==> src/rtl/ls_pkg.sv <==
// ls_pkg
//   Shared definitions for the load/store unit: op encodings, FSM state
//   encoding and small decode helpers used by both ls_unit and ls_align.
//   No ports (package).

package ls_pkg;

  typedef enum logic [2:0] {
    LS_LB  = 3'b000,
    LS_LH  = 3'b001,
    LS_LW  = 3'b010,
    LS_LBU = 3'b011,
    LS_LHU = 3'b100,
    LS_SB  = 3'b101,
    LS_SH  = 3'b110,
    LS_SW  = 3'b111
  } ls_op_e;

  typedef enum logic [1:0] {
    IDLE,
    BEAT,
    WAIT,
    RESP
  } ls_state_e;

  // True for the three store encodings; everything else is a load.
  function automatic logic is_store(input logic [2:0] op);
    return (op == LS_SB) || (op == LS_SH) || (op == LS_SW);
  endfunction

  // Access size in bytes (1, 2 or 4).
  function automatic logic [2:0] op_size(input logic [2:0] op);
    case (op)
      LS_LB, LS_LBU, LS_SB: op_size = 3'd1;
      LS_LH, LS_LHU, LS_SH: op_size = 3'd2;
      default:              op_size = 3'd4;
    endcase
  endfunction

  // An access crosses a word boundary when its last byte lands in the next word.
  function automatic logic is_crossing(input logic [2:0] op, input logic [1:0] off);
    case (op_size(op))
      3'd4:    is_crossing = (off != 2'd0);
      3'd2:    is_crossing = (off == 2'd3);
      default: is_crossing = 1'b0;
    endcase
  endfunction

  // Natural-alignment violation, independent of whether it crosses a word.
  function automatic logic is_misaligned(input logic [2:0] op, input logic [1:0] off);
    case (op_size(op))
      3'd4:    is_misaligned = (off != 2'd0);
      3'd2:    is_misaligned = off[0];
      default: is_misaligned = 1'b0;
    endcase
  endfunction

endpackage

==> src/rtl/ls_align.sv <==
// ls_align
//   Purely combinational lane steering for the load/store unit (big-endian,
//   byte offset 0 is the MSB lane).
//   Ports:
//     op_i      - access op (ls_op_e encoding)
//     off_i     - byte offset within the beat-0 word
//     beat_i    - 0 = first word, 1 = following word of a crossing access
//     wdata_i   - right-justified store data
//     word0_i   - beat-0 read word, word1_i - beat-1 read word
//     mask_o    - byte lane mask for the selected beat (bit3 = lane 0)
//     lane_o    - lane-aligned store data for the selected beat
//     load_o    - assembled and sign/zero-extended load result

module ls_align
  import ls_pkg::*;
(
  input  logic [2:0]  op_i,
  input  logic [1:0]  off_i,
  input  logic        beat_i,
  input  logic [31:0] wdata_i,
  input  logic [31:0] word0_i,
  input  logic [31:0] word1_i,
  output logic [3:0]  mask_o,
  output logic [31:0] lane_o,
  output logic [31:0] load_o
);

  logic [4:0]  shiftBits;
  logic [31:0] justified;
  logic [3:0]  sizeMask;
  logic [63:0] spread;
  logic [7:0]  maskSpread;
  logic [31:0] loadBytes;

  // Store path: left-justify the store bytes, then slide them across a
  // two-word window so the MSB byte lands in lane off_i. The upper word of
  // the window is beat 0, the lower word is beat 1.
  always_comb begin
    shiftBits = {off_i, 3'b000};
    case (op_size(op_i))
      3'd1: begin
        justified = {wdata_i[7:0], 24'h0};
        sizeMask  = 4'b1000;
      end
      3'd2: begin
        justified = {wdata_i[15:0], 16'h0};
        sizeMask  = 4'b1100;
      end
      default: begin
        justified = wdata_i;
        sizeMask  = 4'b1111;
      end
    endcase
    spread     = {justified, 32'h0} >> shiftBits;
    maskSpread = {sizeMask, 4'b0000} >> off_i;
    mask_o     = beat_i ? maskSpread[3:0] : maskSpread[7:4];
    lane_o     = beat_i ? spread[31:0] : spread[63:32];
  end

  // Load path: shift the two-word window left by the offset so the first
  // requested byte sits in the MSB, then pick and extend the leading bytes.
  // Bytes beyond the access size (garbage from word1 on single-beat loads)
  // are never selected.
  always_comb begin
    loadBytes = 32'(({word0_i, word1_i} << shiftBits) >> 32);
    case (op_i)
      LS_LB:   load_o = {{24{loadBytes[31]}}, loadBytes[31:24]};
      LS_LBU:  load_o = {24'h0, loadBytes[31:24]};
      LS_LH:   load_o = {{16{loadBytes[31]}}, loadBytes[31:16]};
      LS_LHU:  load_o = {16'h0, loadBytes[31:16]};
      LS_LW:   load_o = loadBytes;
      default: load_o = 32'h0;
    endcase
  end

endmodule

==> src/rtl/ls_unit.sv <==
// ls_unit
//   Handshaked load/store unit between execute and the imem/dmem block RAMs.
//   Accepts one request at a time, issues one or two memory beats, waits the
//   memory read latency for loads and returns a one-cycle response.
//   Ports:
//     clk, rst                 - clock, asynchronous active-high reset
//     req_valid/req_ready      - request handshake
//     req_op/addr/wdata        - op, byte address, right-justified store data
//     mem_en, mem_adr          - beat strobe and word address
//     we_i, we_d               - imem/dmem byte enables (bit3 = lane 0)
//     mem_wdata                - lane-aligned store data
//     mem_rdata_i/mem_rdata_d  - imem/dmem read data
//     resp_valid/data/misalign - completion pulse, load result, reject flag

module ls_unit
  import ls_pkg::*;
#(
  parameter int ADDR_W          = 12,
  parameter int MEM_LATENCY     = 1,
  parameter int ALLOW_UNALIGNED = 1
) (
  input  logic              clk,
  input  logic              rst,
  input  logic              req_valid,
  output logic              req_ready,
  input  logic [2:0]        req_op,
  input  logic [31:0]       req_addr,
  input  logic [31:0]       req_wdata,
  output logic              mem_en,
  output logic [ADDR_W-1:0] mem_adr,
  output logic [3:0]        we_i,
  output logic [3:0]        we_d,
  output logic [31:0]       mem_wdata,
  input  logic [31:0]       mem_rdata_i,
  input  logic [31:0]       mem_rdata_d,
  output logic              resp_valid,
  output logic [31:0]       resp_data,
  output logic              misalign
);

  localparam logic [1:0] WAIT_INIT = 2'(MEM_LATENCY - 1);

  ls_state_e         state_q;
  logic [2:0]        op_q;
  logic [1:0]        off_q;
  logic [ADDR_W-1:0] wordA_q;
  logic              storeI_q, storeD_q, readD_q, readI_q, beat_q;
  logic [31:0]       wdata_q, word0_q;
  logic [1:0]        cnt_q;
  logic              reqReady_q, memEn_q, respValid_q, misalign_q;
  logic [ADDR_W-1:0] memAdr_q;
  logic [3:0]        weI_q, weD_q;
  logic [31:0]       memWdata_q, respData_q;

  logic              idle, nextBeat, crossing, reqMisaligned;
  logic [2:0]        srcOp;
  logic [1:0]        srcOff;
  logic [31:0]       srcWdata;
  logic [ADDR_W-1:0] srcWordA, beatAdr_d;
  logic              srcStoreI, srcStoreD;
  logic [3:0]        weI_d, weD_d, beatMask;
  logic [31:0]       wdata_d, beatData, readWord, loadW0, loadResult;
  logic              unusedBits;

  assign unusedBits = ^req_addr;

  // The next beat is described either by the live request (when accepting
  // in IDLE, always beat 0) or by the latched request (only ever beat 1).
  // This lets the beat outputs be registered on the same edge that decides
  // to issue them.
  always_comb begin
    idle          = (state_q == IDLE);
    nextBeat      = !idle;
    srcOp         = idle ? req_op : op_q;
    srcOff        = idle ? req_addr[1:0] : off_q;
    srcWdata      = idle ? req_wdata : wdata_q;
    srcWordA      = idle ? req_addr[ADDR_W+1:2] : wordA_q;
    srcStoreI     = idle ? (!req_addr[31] && req_addr[29]) : storeI_q;
    srcStoreD     = idle ? (!req_addr[31] && req_addr[28]) : storeD_q;
    beatAdr_d     = nextBeat ? srcWordA + ADDR_W'(1) : srcWordA;
    weI_d         = (is_store(srcOp) && srcStoreI) ? beatMask : 4'b0000;
    weD_d         = (is_store(srcOp) && srcStoreD) ? beatMask : 4'b0000;
    wdata_d       = is_store(srcOp) ? beatData : 32'h0;
    crossing      = is_crossing(op_q, off_q);
    reqMisaligned = is_misaligned(req_op, req_addr[1:0]);
  end

  // Load source follows the beat-0 region: dmem wins over imem, and an
  // address in neither region reads as zero.
  always_comb begin
    if (readD_q)      readWord = mem_rdata_d;
    else if (readI_q) readWord = mem_rdata_i;
    else              readWord = 32'h0;
    loadW0 = beat_q ? word0_q : readWord;
  end

  ls_align u_align (
    .op_i    (srcOp),
    .off_i   (srcOff),
    .beat_i  (nextBeat),
    .wdata_i (srcWdata),
    .word0_i (loadW0),
    .word1_i (readWord),
    .mask_o  (beatMask),
    .lane_o  (beatData),
    .load_o  (loadResult)
  );

  // Main FSM with registered outputs. Strobes (mem_en, enables, resp_valid)
  // default low every cycle and are raised only on the edge that enters the
  // state they belong to, so each is a single-cycle pulse.
  always_ff @(posedge clk or posedge rst) begin
    if (rst) begin
      state_q     <= IDLE;
      op_q        <= 3'b000;
      off_q       <= 2'b00;
      wordA_q     <= '0;
      storeI_q    <= 1'b0;
      storeD_q    <= 1'b0;
      readD_q     <= 1'b0;
      readI_q     <= 1'b0;
      beat_q      <= 1'b0;
      wdata_q     <= 32'h0;
      word0_q     <= 32'h0;
      cnt_q       <= 2'd0;
      reqReady_q  <= 1'b1;
      memEn_q     <= 1'b0;
      memAdr_q    <= '0;
      weI_q       <= 4'b0000;
      weD_q       <= 4'b0000;
      memWdata_q  <= 32'h0;
      respValid_q <= 1'b0;
      respData_q  <= 32'h0;
      misalign_q  <= 1'b0;
    end else begin
      memEn_q     <= 1'b0;
      weI_q       <= 4'b0000;
      weD_q       <= 4'b0000;
      respValid_q <= 1'b0;
      respData_q  <= 32'h0;
      misalign_q  <= 1'b0;
      case (state_q)
        IDLE: begin
          if (req_valid) begin
            op_q       <= req_op;
            off_q      <= req_addr[1:0];
            wordA_q    <= srcWordA;
            storeI_q   <= srcStoreI;
            storeD_q   <= srcStoreD;
            readD_q    <= req_addr[28];
            readI_q    <= req_addr[29];
            wdata_q    <= req_wdata;
            beat_q     <= 1'b0;
            reqReady_q <= 1'b0;
            if ((ALLOW_UNALIGNED == 0) && reqMisaligned) begin
              state_q     <= RESP;
              respValid_q <= 1'b1;
              misalign_q  <= 1'b1;
            end else begin
              state_q    <= BEAT;
              memEn_q    <= 1'b1;
              memAdr_q   <= beatAdr_d;
              weI_q      <= weI_d;
              weD_q      <= weD_d;
              memWdata_q <= wdata_d;
            end
          end
        end
        BEAT: begin
          if (!is_store(op_q)) begin
            state_q <= WAIT;
            cnt_q   <= WAIT_INIT;
          end else if (crossing && !beat_q) begin
            beat_q     <= 1'b1;
            memEn_q    <= 1'b1;
            memAdr_q   <= beatAdr_d;
            weI_q      <= weI_d;
            weD_q      <= weD_d;
            memWdata_q <= wdata_d;
          end else begin
            state_q     <= RESP;
            respValid_q <= 1'b1;
          end
        end
        WAIT: begin
          if (cnt_q != 2'd0) begin
            cnt_q <= cnt_q - 2'd1;
          end else if (crossing && !beat_q) begin
            word0_q    <= readWord;
            beat_q     <= 1'b1;
            state_q    <= BEAT;
            memEn_q    <= 1'b1;
            memAdr_q   <= beatAdr_d;
            weI_q      <= weI_d;
            weD_q      <= weD_d;
            memWdata_q <= wdata_d;
          end else begin
            state_q     <= RESP;
            respValid_q <= 1'b1;
            respData_q  <= loadResult;
          end
        end
        RESP: begin
          state_q    <= IDLE;
          reqReady_q <= 1'b1;
        end
        default: state_q <= IDLE;
      endcase
    end
  end

  assign req_ready  = reqReady_q;
  assign mem_en     = memEn_q;
  assign mem_adr    = memAdr_q;
  assign we_i       = weI_q;
  assign we_d       = weD_q;
  assign mem_wdata  = memWdata_q;
  assign resp_valid = respValid_q;
  assign resp_data  = respData_q;
  assign misalign   = misalign_q;

endmodule

==> config.mk <==
export PLATFORM = sky130hd
export DESIGN_NAME = ls_unit
export DESIGN_NICKNAME = d
export VERILOG_FILES = /design/src/rtl/ls_pkg.sv /design/src/rtl/ls_align.sv /design/src/rtl/ls_unit.sv
export SDC_FILE = /design/constraint.sdc
export NUM_CORES = 1
export LEC_CHECK = 0
export CAP_MARGIN = 15
export CORE_ASPECT_RATIO = 1.5
export CORE_MARGIN = 3
export CORE_UTILIZATION = 45
export DETAILED_ROUTE_END_ITERATION = 8
export PLACE_DENSITY = 0.72
export SYNTH_ARGS = -nofsm -noshare
export SYNTH_HDL_FRONTEND = slang
export SYNTH_HIERARCHICAL = 1
export SYNTH_SLANG_ARGS = --single-unit
==> constraint.sdc <==
create_clock -name clk -period 7.8 [get_ports clk]
set_clock_uncertainty 0.1 [all_clocks]
set_input_delay 0.78 -clock clk [delete_from_list [all_inputs] [get_ports clk]]
set_output_delay 0.78 -clock clk [all_outputs]
set_load 0.05 [all_outputs]
After elaboration in Yosys (flattened, before gate mapping)

Index checks and enable logic that the tools add are counted.

Add/sub/neg operators: 2
Equal/unequal tests: 27
Shift operators: 3
Multiplexer cells: 68
Bitwise operators: 1
Reduce and logical (&&, ||, !) cells: 29

Operators by type and width:

| operator                                       | count |
|---|---|
| 2-to-1 mux 32 bit                              | 13 |
| case mux 32 bit (5 select lines)               | 1 |
| case mux 32 bit (3 select lines)               | 1 |
| 2-to-1 mux 12 bit                              | 6 |
| case mux 32 bit (2 select lines)               | 1 |
| << shifter 64 x 5 -> 64 bit                    | 1 |
| >> shifter 64 x 5 -> 64 bit                    | 1 |
| 2-to-1 mux 4 bit                               | 11 |
| case mux 12 bit (3 select lines)               | 1 |
| == test 3 bit (second input constant)          | 9 |
| case mux 4 bit (3 select lines)                | 2 |
| case mux 3 bit (2 select lines)                | 3 |
| 2-to-1 mux 2 bit                               | 8 |
| == test 3 x 2 -> 1 bit (second input constant) | 5 |
| 2-to-1 mux 1 bit                               | 13 |
| adder 12 x 1 -> 12 bit (second input constant) | 1 |
| OR reduction 3 bit                             | 4 |
| != test 2 bit (second input constant)          | 5 |
| == test 3 x 1 -> 1 bit (second input constant) | 3 |
| AND reduction 3 bit                            | 3 |
| case mux 2 bit (4 select lines)                | 1 |
| nonzero test 2 bit                             | 4 |
| >> shifter 8 x 2 -> 8 bit                      | 1 |
| == test 2 bit (second input constant)          | 3 |
| other kinds (16)                               | 29 |

Flip-flop bits (word level): 177
Word-level logic and storage cells: 150

Depth between registers and ports, before layout

Gate-level depths: netlist of run 1.

Depth after elaboration: 13
Gate-level depth with buffers: 21
Depth with buffers taken out: 13

By module

The synthesis of run 1 kept the hierarchy.

By module, submodules not included:

| module   | instances | cells an instance | area an instance (µm²) |
|---|---|---|---|
| ls_unit  | 1         | 717               | 8454.4 |
| ls_align | 1         | 354               | 2902.8 |

Worst setup path before layout of run 1

No wires, ideal clock.

Path type: reg-to-reg
From: reg state_q[0]
To: reg memWdata_q[18], in the netlist mem_wdata[18]
Setup time: 0.083 ns
Arrival time: 4.139 ns
Slack: 3.479 ns
Cell stages (with the launch flop): 20
Buffers on the path: 8
Path through: dfrtp_1 -> inv_1 -> ha_1 -> buf_2 -> buf_2 -> buf_1 -> clkbuf_1 -> o21ai_0 -> buf_2 -> nor3b_2 -> buf_2 -> a21o_1 -> inv_1 -> ha_1 -> buf_2 -> buf_1 -> mux4_2 -> o22ai_1 -> nand2_1 -> o21ai_0

Longest elaborated chain between the ends: 13

Ends and longest elaborated chain:

| element                                                                 | line                           | source |
|---|---|---|
| start, declared                                                         | ls_unit.sv:43                  | `ls_state_e state_q;` |
| start signal, assigned                                                  | ls_unit.sv:114                 | `state_q <= IDLE;` |
| start signal, assigned                                                  | ls_unit.sv:156                 | `state_q <= RESP;` |
| start signal, assigned                                                  | ls_unit.sv:160                 | `state_q <= BEAT;` |
| logical NOT 2 bit *                                                     | ls_unit.sv:72                  | `idle = (state_q == IDLE);` |
| 2-to-1 mux 3 bit *                                                      | ls_unit.sv:74                  | `srcOp = idle ? req_op : op_q;` |
| net srcOp[1]                                                            | ls_unit.sv:56                  | `logic [2:0] srcOp;` |
| == test 3 bit (tied with other cells)                                   | ls_pkg.sv:33                   | `case (op)` |
| OR reduction 3 bit                                                      | ls_pkg.sv:33                   |  |
| case mux 3 bit (2 select lines) *                                       | ls_pkg.sv:33                   |  |
| == test 3 x 2 -> 1 bit / == test 3 x 1 -> 1 bit (equally long branches) | ls_align.sv:40                 | `case (op_size(op_i))` |
| case mux 32 bit (2 select lines) *                                      | ls_align.sv:40                 |  |
| >> shifter 64 x 5 -> 64 bit *                                           | ls_align.sv:54                 | `spread = {justified, 32'h0} >> shiftBits;` |
| 2-to-1 mux 32 bit *                                                     | ls_align.sv:57                 | `lane_o = beat_i ? spread[31:0] : spread[63:32];` |
| net beatData[18]                                                        | ls_unit.sv:62                  | `logic [31:0] wdata_d, beatData, readWord, loadW0, loadResult;` |
| 2-to-1 mux 32 bit *                                                     | ls_unit.sv:83                  | `wdata_d = is_store(srcOp) ? beatData : 32'h0;` |
| 2-to-1 mux 32 bit                                                       | ls_unit.sv:173, ls_unit.sv:188 |  |
| 2-to-1 mux 32 bit, on equally long branches                             | ls_unit.sv:186, ls_unit.sv:170 |  |
| case mux 32 bit (3 select lines) *                                      | ls_unit.sv:142                 | `case (state_q)` |
| end signal, assigned                                                    | ls_unit.sv:165                 | `memWdata_q <= wdata_d;` |
| end signal, assigned                                                    | ls_unit.sv:179                 | `memWdata_q <= wdata_d;` |
| end signal, assigned                                                    | ls_unit.sv:196                 | `memWdata_q <= wdata_d;` |
| end, declared                                                           | ls_unit.sv:53                  | `logic [31:0] memWdata_q, respData_q;` |

The timed path passes the listed nets; every way through them passes the cells marked *. The select of a mux whose other input is x is not followed.
A chain may end at the register's enable or synchronous reset.

Final worst setup path of run 1

Same ends and word-level chain as after synthesis.

==> metrics.yaml, run 1 <==
synth.top_cells.by_area: "dfrtp_1, mux2_2, mux4_2"
hold_viol: 0
synth_async_sr_flop_share: 1.00
syn_area_mm2: 0.0114
syn_inst: 1071
seq_area_mm2: 0.00443
yosysMostFrequentCell: "dfrtp_1"
synth_edf_count: 0
status: "completed"
ys_top_cells_by_count: "dfrtp_1, mux2_2, nand2_1, mux4_2"
pre_cts_ws_ns: 2.39
startpoint: "state_q[0]$_DFFE_PP0P_"
wl_met2_mm: 16.0
globalRouteTotalUtil: 0.223
gp_congestion: 0.892
maxSlewViolCount: 0
endpoint: "mem_wdata[18]$_DFFE_PP0P_"
layout-drive-gt1-share: 0.215
crit_chain: "inv_1 > ha_2 > o21ai_0 > nor3b_2 > a21o_1 > ha_1 > a22oi_1 > mux4_2 > o22ai_1 > nand2_1 > o21ai_0"
syn-num-nets: 1215
cts_setup_buffers: 0
maxCapViolCount: 0
crit_top_cell: "o21ai_0"
yosysTopAreaCell: "dfrtp_1"
cts_hold_buf: 0
finish.utilization: 0.573
dr.pass1.iters: 5
post_drt_wl_per_cell_um: 19.4
io_pins: 222
synth_cell_types: 64
grt_pass1_vias: 8844
antenna_found_initial: 1
tns_ns: 0
min_from: "mem_wdata[6]$_DFFE_PP0P_"
insertion_delay_ns: 0.43
grt-ovfl-total: 0
max_slew_margin: 0.254
timing.hold.ws_ns: 0.385
clockBufferDepth: 2
cpMaxStageDelayCell: "nor3b_2"
cts_resized: 0
finalWirelength_mm: 30.2
io_buffers: 205
num_rows: 70
synthToLayoutAreaGrowth_pct: 24.3
clk_pin_slew_ns: 0.06
rsz0062_at_grt: "no"
min_period_ns: 5.44
critPathKind: "reg -> reg"
post-dp-hpwl_mm: 22.0
finalCritPeriodShare: 0.697
grt_first_pass_wirelength_mm: 48.0
detail-route-antenna-nets: 0
root_buffer: "clkbuf_16"
setup_slack_ns: 2.36
wl_met1_mm: 11.7
cts_buffers: 17
startpoint_type: "flip-flop"
diodes: 0
h-tree-depth: 4
rrSetupSlack_ns: 2.36
multiInputGateArea_mm2: 0.00636
ys_ff_latch: 177
worst_slew_pin_slew_ns: 1.11
worstPathMaxFanout: 43
dieHeight_um: 201
seq_area_frac_synth: 0.390
core_area_mm2: 0.0246
yosys_warnings: 6
nFillCells: 2058
wl_met3_mm: 1.27
syn_avg_cell_area_um2: 10.6
worstRegToRegCells: 11
max_freq_ghz: 0.184
finalNetCount: 1367
dr.max_layer_used: "met5"
drcViolationCount: 0
slowest_delay_ns: 0.93
hold_class: "reg -> reg"
cts.sinks: 177
cp-end-kind: "flip-flop"
cp.depth: 11
start_util: 0.461
vias: 8977
die_x_um: 136
grt_max_degree: 102
finalSetupViolCount: 0
routed_via_density: 5.76
reg2reg_from: "state_q[0]$_DFFE_PP0P_"
dieArea_mm2: 0.0272
cp.required_ns: 8.05
r2r_end: "mem_wdata[18]$_DFFE_PP0P_"
cts_tree: "built"
first_iter_violations: 620
cp_top_family: "adder cells"
ys.flop_type: "dfrtp_1"
cp.arrival_ns: 5.68
critical_path_buf_inv_count: 1
yosysTopAreaCellShare: 0.388
[area by class of cell]
cell class,instances,share of cell area
flip-flops and latches,177,0.314
multi-input cells,776,0.451
well taps,324,0.0287
clock buffers,20,0.0317
inverters,33,0.00913
repair buffers,218,0.153
clock inverters,10,0.0131
[placed cells by master (no fill, tap or decap), types with 18 or more instances in the layout]
master             n
mux2_2           163
and2_1            35
nand2b_1          18
a22o_1            33
a22oi_1           31
mux2i_1           29
dfrtp_1          176
mux4_2            40
o21ai_1           31
inv_1             31
o22ai_1           18
a21oi_1           32
o211ai_1          25
nand3_1           21
nand2_1          139
o21ai_0           28
clkdlybuf4s50_1  205
[stage by stage]
stage,area [µm²],cells
CTS,14100,1557
global route,14100,1558
detailed placement,13500,1527
finish,14100,1558
floorplan,11400,1071
global placement,13500,1527
[state kept, by name, summed over array words and instances (netlist names), 3 cells and up]
name / count
resp_data: 32
mem_wdata: 32
mem_adr: 12
we_d: 4
we_i: 4
word0_q: 32
op_q: 3
wdata_q: 32
wordA_q: 12
[tightest hold or removal path: stages, from the launching register on]
cell,delay [ns]
dfrtp_1,0.34
nand2_1,0.05
o21ai_1,0.06
[how the worst min path moves through the flow]
stage	to	depth (start not counted)
floorplan	storeI_q$_DFFE_PP0P_	2
global placement	storeI_q$_DFFE_PP0P_	2
detailed placement	mem_wdata[5]$_DFFE_PP0P_	2
CTS	mem_wdata[5]$_DFFE_PP0P_	2
global route	cnt_q[0]$_DFFE_PP0P_	1
finish	mem_wdata[6]$_DFFE_PP0P_	2
[cell families after synthesis]
family / count (synthesis) / synth area share
buffers and inverters: 118 / 0.0534
AND/OR/NAND/NOR: 294 / 0.131
AO/OA/AOI/OAI: 230 / 0.141
XOR/XNOR: 8 / 0.00617
multiplexers: 233 / 0.267
flip-flops: 177 / 0.390
adder cells (fa/ha/maj): 10 / 0.0110
other: 1 / 0.000330
[metal layers]
layer | vias to the layer above | global-route usage
met2 | 282 | 0.395
met3 | 67 | 0.0316
met4 | 2 | 0.104
li1 | 4226 | -
met5 | - | 0
met1 | 4400 | 0.263
Power of run 1 is not shown: default switching activity piles up to over one toggle a cycle in this logic, so the estimate is an artifact.
==> run 2: changes to the inputs <==
--- a/config.mk
+++ b/config.mk
@@ -10,7 +10,7 @@
 export CORE_MARGIN = 3
 export CORE_UTILIZATION = 45
 export DETAILED_ROUTE_END_ITERATION = 8
-export PLACE_DENSITY = 0.72
+export PLACE_DENSITY = 0.75
 export SYNTH_ARGS = -nofsm -noshare
 export SYNTH_HDL_FRONTEND = slang
 export SYNTH_HIERARCHICAL = 1
==> constraint.sdc (replaced) <==
create_clock -name clk -period 5 [get_ports clk]
set_clock_uncertainty 0.1 [all_clocks]
set_input_delay 0.5 -clock clk [delete_from_list [all_inputs] [get_ports clk]]
set_output_delay 0.5 -clock clk [all_outputs]
set_load 0.05 [all_outputs]
==> run 2 against run 1 <==
Net effect: routed wire length shrank 0.93%; non-clock buffer count is 7 higher; critical path depth increased by 2; global-route usage decreased by 0.26 points.
==> metrics.yaml, run 2 (synthesis gave the netlist of run 1 again) <==
dieArea_mm2: 0.0272  # unchanged
globalRouteTotalUtil: 0.220  # -0.00263
cts_setup_buffers: 0  # unchanged
cp-end-kind: "flip-flop"
status: "completed"
io_pins: 222  # unchanged
seq_area_mm2: 0.00443  # unchanged
cts.sinks: 177  # unchanged
cp_top_family: "simple AND/OR/NAND/NOR gates"
rsz0062_at_grt: "no"
cp.depth: 13  # +2
max_freq_ghz: 0.226  # +23%
num_rows: 70  # unchanged
finalCritPeriodShare: 0.883  # +0.186
worstRegToRegCells: 13  # +2
layout_common_cells: "clkdlybuf4s50_1, dfrtp_1, mux2_2"
critPathKind: "reg -> reg"
grt_busiest_layer: "met2"
root_buffer: "clkbuf_16"
met3_usage: 0.0351  # +0.00351
startpoint_type: "flip-flop"
max_slew_margin: 0.315  # +0.0611
post-dp-hpwl_mm: 21.9  # -0.75%
cp.required_ns: 5.16  # -2.89 ns
cts_resized: 0  # unchanged
hold_class: "reg -> reg"
finalWirelength_mm: 30.0  # -0.93%
vias: 9072  # +1.1%
tns_ns: 0  # unchanged
h-tree-depth: 4  # unchanged
min_period_ns: 4.42  # -1.02 ns
start_util: 0.461  # unchanged
grt_pass1_vias: 8909  # +0.73%
layout-drive-gt1-share: 0.222  # +0.00729
clockBufferDepth: 2  # unchanged
crit_chain: "inv_1 > ha_2 > buf_4 > o21ai_0 > buf_4 > nor3b_2 > a21o_1 > inv_1 > ha_1 > nand3_1 > o21ai_0 > nand2b_1 > nor4_1"
diodes: 0  # unchanged
cts_tree: "built"
io_buffers: 205  # unchanged
cts_hold_buf: 0  # unchanged
die_x_um: 136  # unchanged
gp_congestion: 0.914  # +2.5%
grt_first_pass_wirelength_mm: 47.7  # -0.78%
grt.met2_usage: 0.395  # about the same
grt_max_degree: 178  # +75%
slowest_delay_ns: 0.78  # -0.15 ns
drcViolationCount: 0  # unchanged
first_iter_violations: 700  # +13%
use_met1: 0.260  # -0.00314
grt-ovfl-total: 0  # unchanged
dieHeight_um: 201  # unchanged
cp.arrival_ns: 4.58  # -1.10 ns
dr.pass1.iters: 5  # unchanged
antenna_found_initial: 0  # -1
cpMaxStageDelayCell: "ha_1"
routed_via_density: 5.79  # +0.48%
detail-route-antenna-nets: 0  # unchanged
finalSetupViolCount: 0  # unchanged
core_area_mm2: 0.0246  # unchanged
hold_depth: 2  # unchanged
maxCapViolCount: 0  # unchanged
critical_path_buf_inv_count: 4  # +3
post_drt_wl_per_cell_um: 19.1  # -1.5%
clk_pin_slew_ns: 0.07  # about the same
nFillCells: 2089  # +1.5%
maxSlewViolCount: 0  # unchanged
hold_viol: 0  # unchanged
rrSetupSlack_ns: 0.58  # -1.78 ns
insertion_delay_ns: 0.44  # about the same
final_common_cell: "clkdlybuf4s50_1"
multiInputGateArea_mm2: 0.00636  # unchanged
finalNetCount: 1374  # +0.51%
worst_slew_pin_slew_ns: 1.01  # -0.0959 ns
synthToLayoutAreaGrowth_pct: 24.8
worstPathMaxFanout: 34  # -21%
cts_buffers: 17  # unchanged
run 2: cell count changes in the layout (fill, tap and decap cells not counted), sizes merged:
cell	previous run	this run
clkbuf	20	18
clkinvlp	1	4
bufinv	5	3
clkinv	4	3
inv	33	37
buf	13	20
run 2: worst register-to-register path, delay by kind of cell (launching register included):
family                     cells  cell delay [ns]
adders and majority gates      2             1.01
and+or+nand+nor                4             1.33
AOI/OAI and AO/OA              3             0.53
DFF                            1             0.47
buffers and inverters          4             0.79
run 2: area by class of cell:
cell class	instances	share of cell area
Clock buffer	18	0.0310
Sequential cell	177	0.312
Timing Repair Buffer	225	0.158
Tap cell	324	0.0286
Inverter	33	0.00900
Clock inverter	14	0.0125
Multi-Input combinational cell	776	0.448
run 2: metal layers:
metal  vias to the layer above  share of wire
li1                       4247              -
met2                       299           0.54
met4                         0          0.036
met5                         -              0
met3                        58          0.046
met1                      4468           0.38
run 2: path summary, 6_finish.rpt:
check | from | endpoint
max | state_q[0]$_DFFE_PP0P_ | we_d[2]$_DFF_PP0_
min reg2reg | mem_wdata[24]$_DFFE_PP0P_ | mem_wdata[24]$_DFFE_PP0P_
max reg2reg | state_q[0]$_DFFE_PP0P_ | we_d[2]$_DFF_PP0_
max in group asynchronous | rst | resp_data[13]$_DFF_PP0_
min in group asynchronous | rst | mem_adr[3]$_DFFE_PP0P_
min | mem_wdata[24]$_DFFE_PP0P_ | mem_wdata[24]$_DFFE_PP0P_
run 2: metrics by stage:
step	std cells	cell area (µm²)	worst slack [ns]	hold WS, ns	utilization
4_1_cts	1566	14200	0.764	0.386	0.575
5_1_grt	1567	14200	0.366	0.406	0.576
3_5_place_dp	1534	13500	0.780	0.371	0.550
3_3_place_gp	1534	13500	0.929	0.365	0.550
6_report	1567	14200	0.584	0.382	0.576
2_1_floorplan	1071	11400	0.679	0.350	-
Power of run 2 is left out for the same reason.
==> run 3: changes to the inputs <==
--- a/config.mk
+++ b/config.mk
@@ -10,6 +10,7 @@
 export CORE_MARGIN = 3
 export CORE_UTILIZATION = 45
 export DETAILED_ROUTE_END_ITERATION = 8
+export MAX_ROUTING_LAYER = met4
 export PLACE_DENSITY = 0.75
 export SYNTH_ARGS = -nofsm -noshare
 export SYNTH_HDL_FRONTEND = slang
==> run 3 against run 2 <==
Net effect: worst setup slack better by 0.23 ns; design area about the same; utilization down 0.056 points; routed wire length down 0.49%; largest cell class unchanged; cell count unchanged; critical path depth down 2.
==> metrics.yaml, run 3 (synthesis gave the netlist of run 1 again) <==
status: "completed"
rsz0062_at_grt: "no"
insertion_delay_ns: 0.43  # about the same
reg2reg_from: "state_q[0]$_DFFE_PP0P_"
worstPathMaxFanout: 34  # unchanged
min_period_ns: 4.19  # -0.229 ns
worst_slew_pin_slew_ns: 1.02  # +0.00895 ns
timing.hold.ws_ns: 0.381  # -0.000874 ns
num_rows: 70  # unchanged
cp.depth: 11  # -2
maxSlewViolCount: 0  # unchanged
startpoint_type: "flip-flop"
dieArea_mm2: 0.0272  # unchanged
hold_class: "reg -> reg"
layout-drive-gt1-share: 0.221  # -0.00125
max_freq_ghz: 0.239  # +5.5%
grt_max_degree: 178  # unchanged
h-tree-depth: 4  # unchanged
die_x_um: 136  # unchanged
first_iter_violations: 614  # -12%
r2r_end: "mem_wdata[23]$_DFFE_PP0P_"
start_util: 0.461  # unchanged
routed_via_density: 5.73  # -0.98%
cpMaxStageDelayCell: "ha_1"
critical_path_buf_inv_count: 1  # -3
finalSetupViolCount: 0  # unchanged
dp.cells: 1533  # -0.065%
met3_usage: 0.0381  # +0.00301
root_buffer: "clkbuf_16"
cts.sinks: 177  # unchanged
cp.arrival_ns: 4.43  # -0.15 ns
grt_busiest_layer: "met2"
hold_viol: 0  # unchanged
cp_top_family: "multiplexers"
final_common_cell: "clkdlybuf4s50_1"
startpoint: "state_q[0]$_DFFE_PP0P_"
pre_cts_ws_ns: 0.852  # +0.0711 ns
post_drt_wl_per_cell_um: 19.0  # -0.49%
fin_cells: 1567  # unchanged
post-dp-hpwl_mm: 21.9  # +0.31%
gp_congestion: 0.916  # +0.14%
slowest_delay_ns: 0.76  # -0.02 ns
endpoint: "mem_wdata[23]$_DFFE_PP0P_"
finalNetCount: 1372  # -0.15%
max_slew_margin: 0.320  # +0.00469
cts_buffers: 17  # unchanged
grt.met2_usage: 0.387  # -0.00873
worstRegToRegCells: 11  # -2
io_buffers: 205  # unchanged
crit_chain: "inv_1 > ha_2 > mux2_2 > xor2_1 > o21ai_0 > ha_1 > a22oi_1 > mux4_2 > o22ai_1 > nand2_1 > o21ai_0"
finalWirelength_mm: 29.8  # -0.49%
cp-end-kind: "flip-flop"
use_met1: 0.257  # -0.00320
cts_tree: "built"
antenna_found_initial: 1  # +1
layout_common_cells: "clkdlybuf4s50_1, dfrtp_1, mux2_2"
vias: 8983  # -0.98%
crit_top_cell: "o21ai_0"
cp.required_ns: 5.24  # +0.08 ns
critPathKind: "reg -> reg"
hold_depth: 1  # -1
dieHeight_um: 201  # unchanged
rrSetupSlack_ns: 0.81  # +0.23 ns
clockBufferDepth: 2  # unchanged
drcViolationCount: 0  # unchanged
io_pins: 222  # unchanged
nFillCells: 2082  # -0.34%
tns_ns: 0  # unchanged
finalCritPeriodShare: 0.838  # -0.0457
clk_pin_slew_ns: 0.07  # about the same
cts_setup_buffers: 0  # unchanged
maxCapViolCount: 0  # unchanged
cts_hold_buf: 0  # unchanged
synthToLayoutAreaGrowth_pct: 24.7  # about the same
grt_pass1_vias: 8950  # +0.46%
grt_first_pass_wirelength_mm: 47.5  # -0.39%
cts_resized: 0  # unchanged
globalRouteTotalUtil: 0.227  # +0.00626
detail-route-antenna-nets: 0  # unchanged
core_area_mm2: 0.0246  # unchanged
dr.pass1.iters: 6  # +1
grt-ovfl-total: 0  # unchanged
setup_slack_ns: 0.812  # +0.229 ns
run 3: cell count changes in the layout (fill, tap and decap cells not counted), sizes merged:
cell and delta:
clkinv +2, inv -1, bufinv +1, diode +2
buf -2, clkinvlp -2
run 3: how the worst min path moves through the flow:
| stage | slack (ns) | to | from |
|---|---|---|---|
| after floorplan | 0.35 | storeI_q$_DFFE_PP0P_ | storeI_q$_DFFE_PP0P_ |
| after global placement | 0.36 | storeI_q$_DFFE_PP0P_ | storeI_q$_DFFE_PP0P_ |
| after CTS | 0.39 | storeI_q$_DFFE_PP0P_ | storeI_q$_DFFE_PP0P_ |
| after detailed placement | 0.37 | storeI_q$_DFFE_PP0P_ | storeI_q$_DFFE_PP0P_ |
| after global routing | 0.40 | storeI_q$_DFFE_PP0P_ | storeI_q$_DFFE_PP0P_ |
| final | 0.38 | word0_q[23]$_DFFE_PP0P_ | word0_q[23]$_DFFE_PP0P_ |
run 3: cell type report:
cell class	count	area (µm²)	share of cell area
diodes	2	5.00	0.000353
clock buffers	18	439	0.0310
clock inverters	14	199	0.0140
inverters	33	128	0.00901
multi-input cells	776	6360	0.449
flip-flops and latches	177	4430	0.313
well taps	324	405	0.0286
repair buffers	223	2200	0.155
run 3: through the flow:
stage / util / area [µm²]
after global placement: 0.549 / 13500
after global routing: 0.575 / 14200
after floorplan: - / 11400
final: 0.576 / 14200
after CTS: 0.575 / 14200
after detailed placement: 0.549 / 13500
run 3: layer usage:
metal | share of wire | wire length [µm]
met3 | 0.050 | 1480
met4 | 0.046 | 1380
met1 | 0.38 | 11300
met2 | 0.53 | 15700
met5 | 0 | 0
Power of run 3 is left out for the same reason.
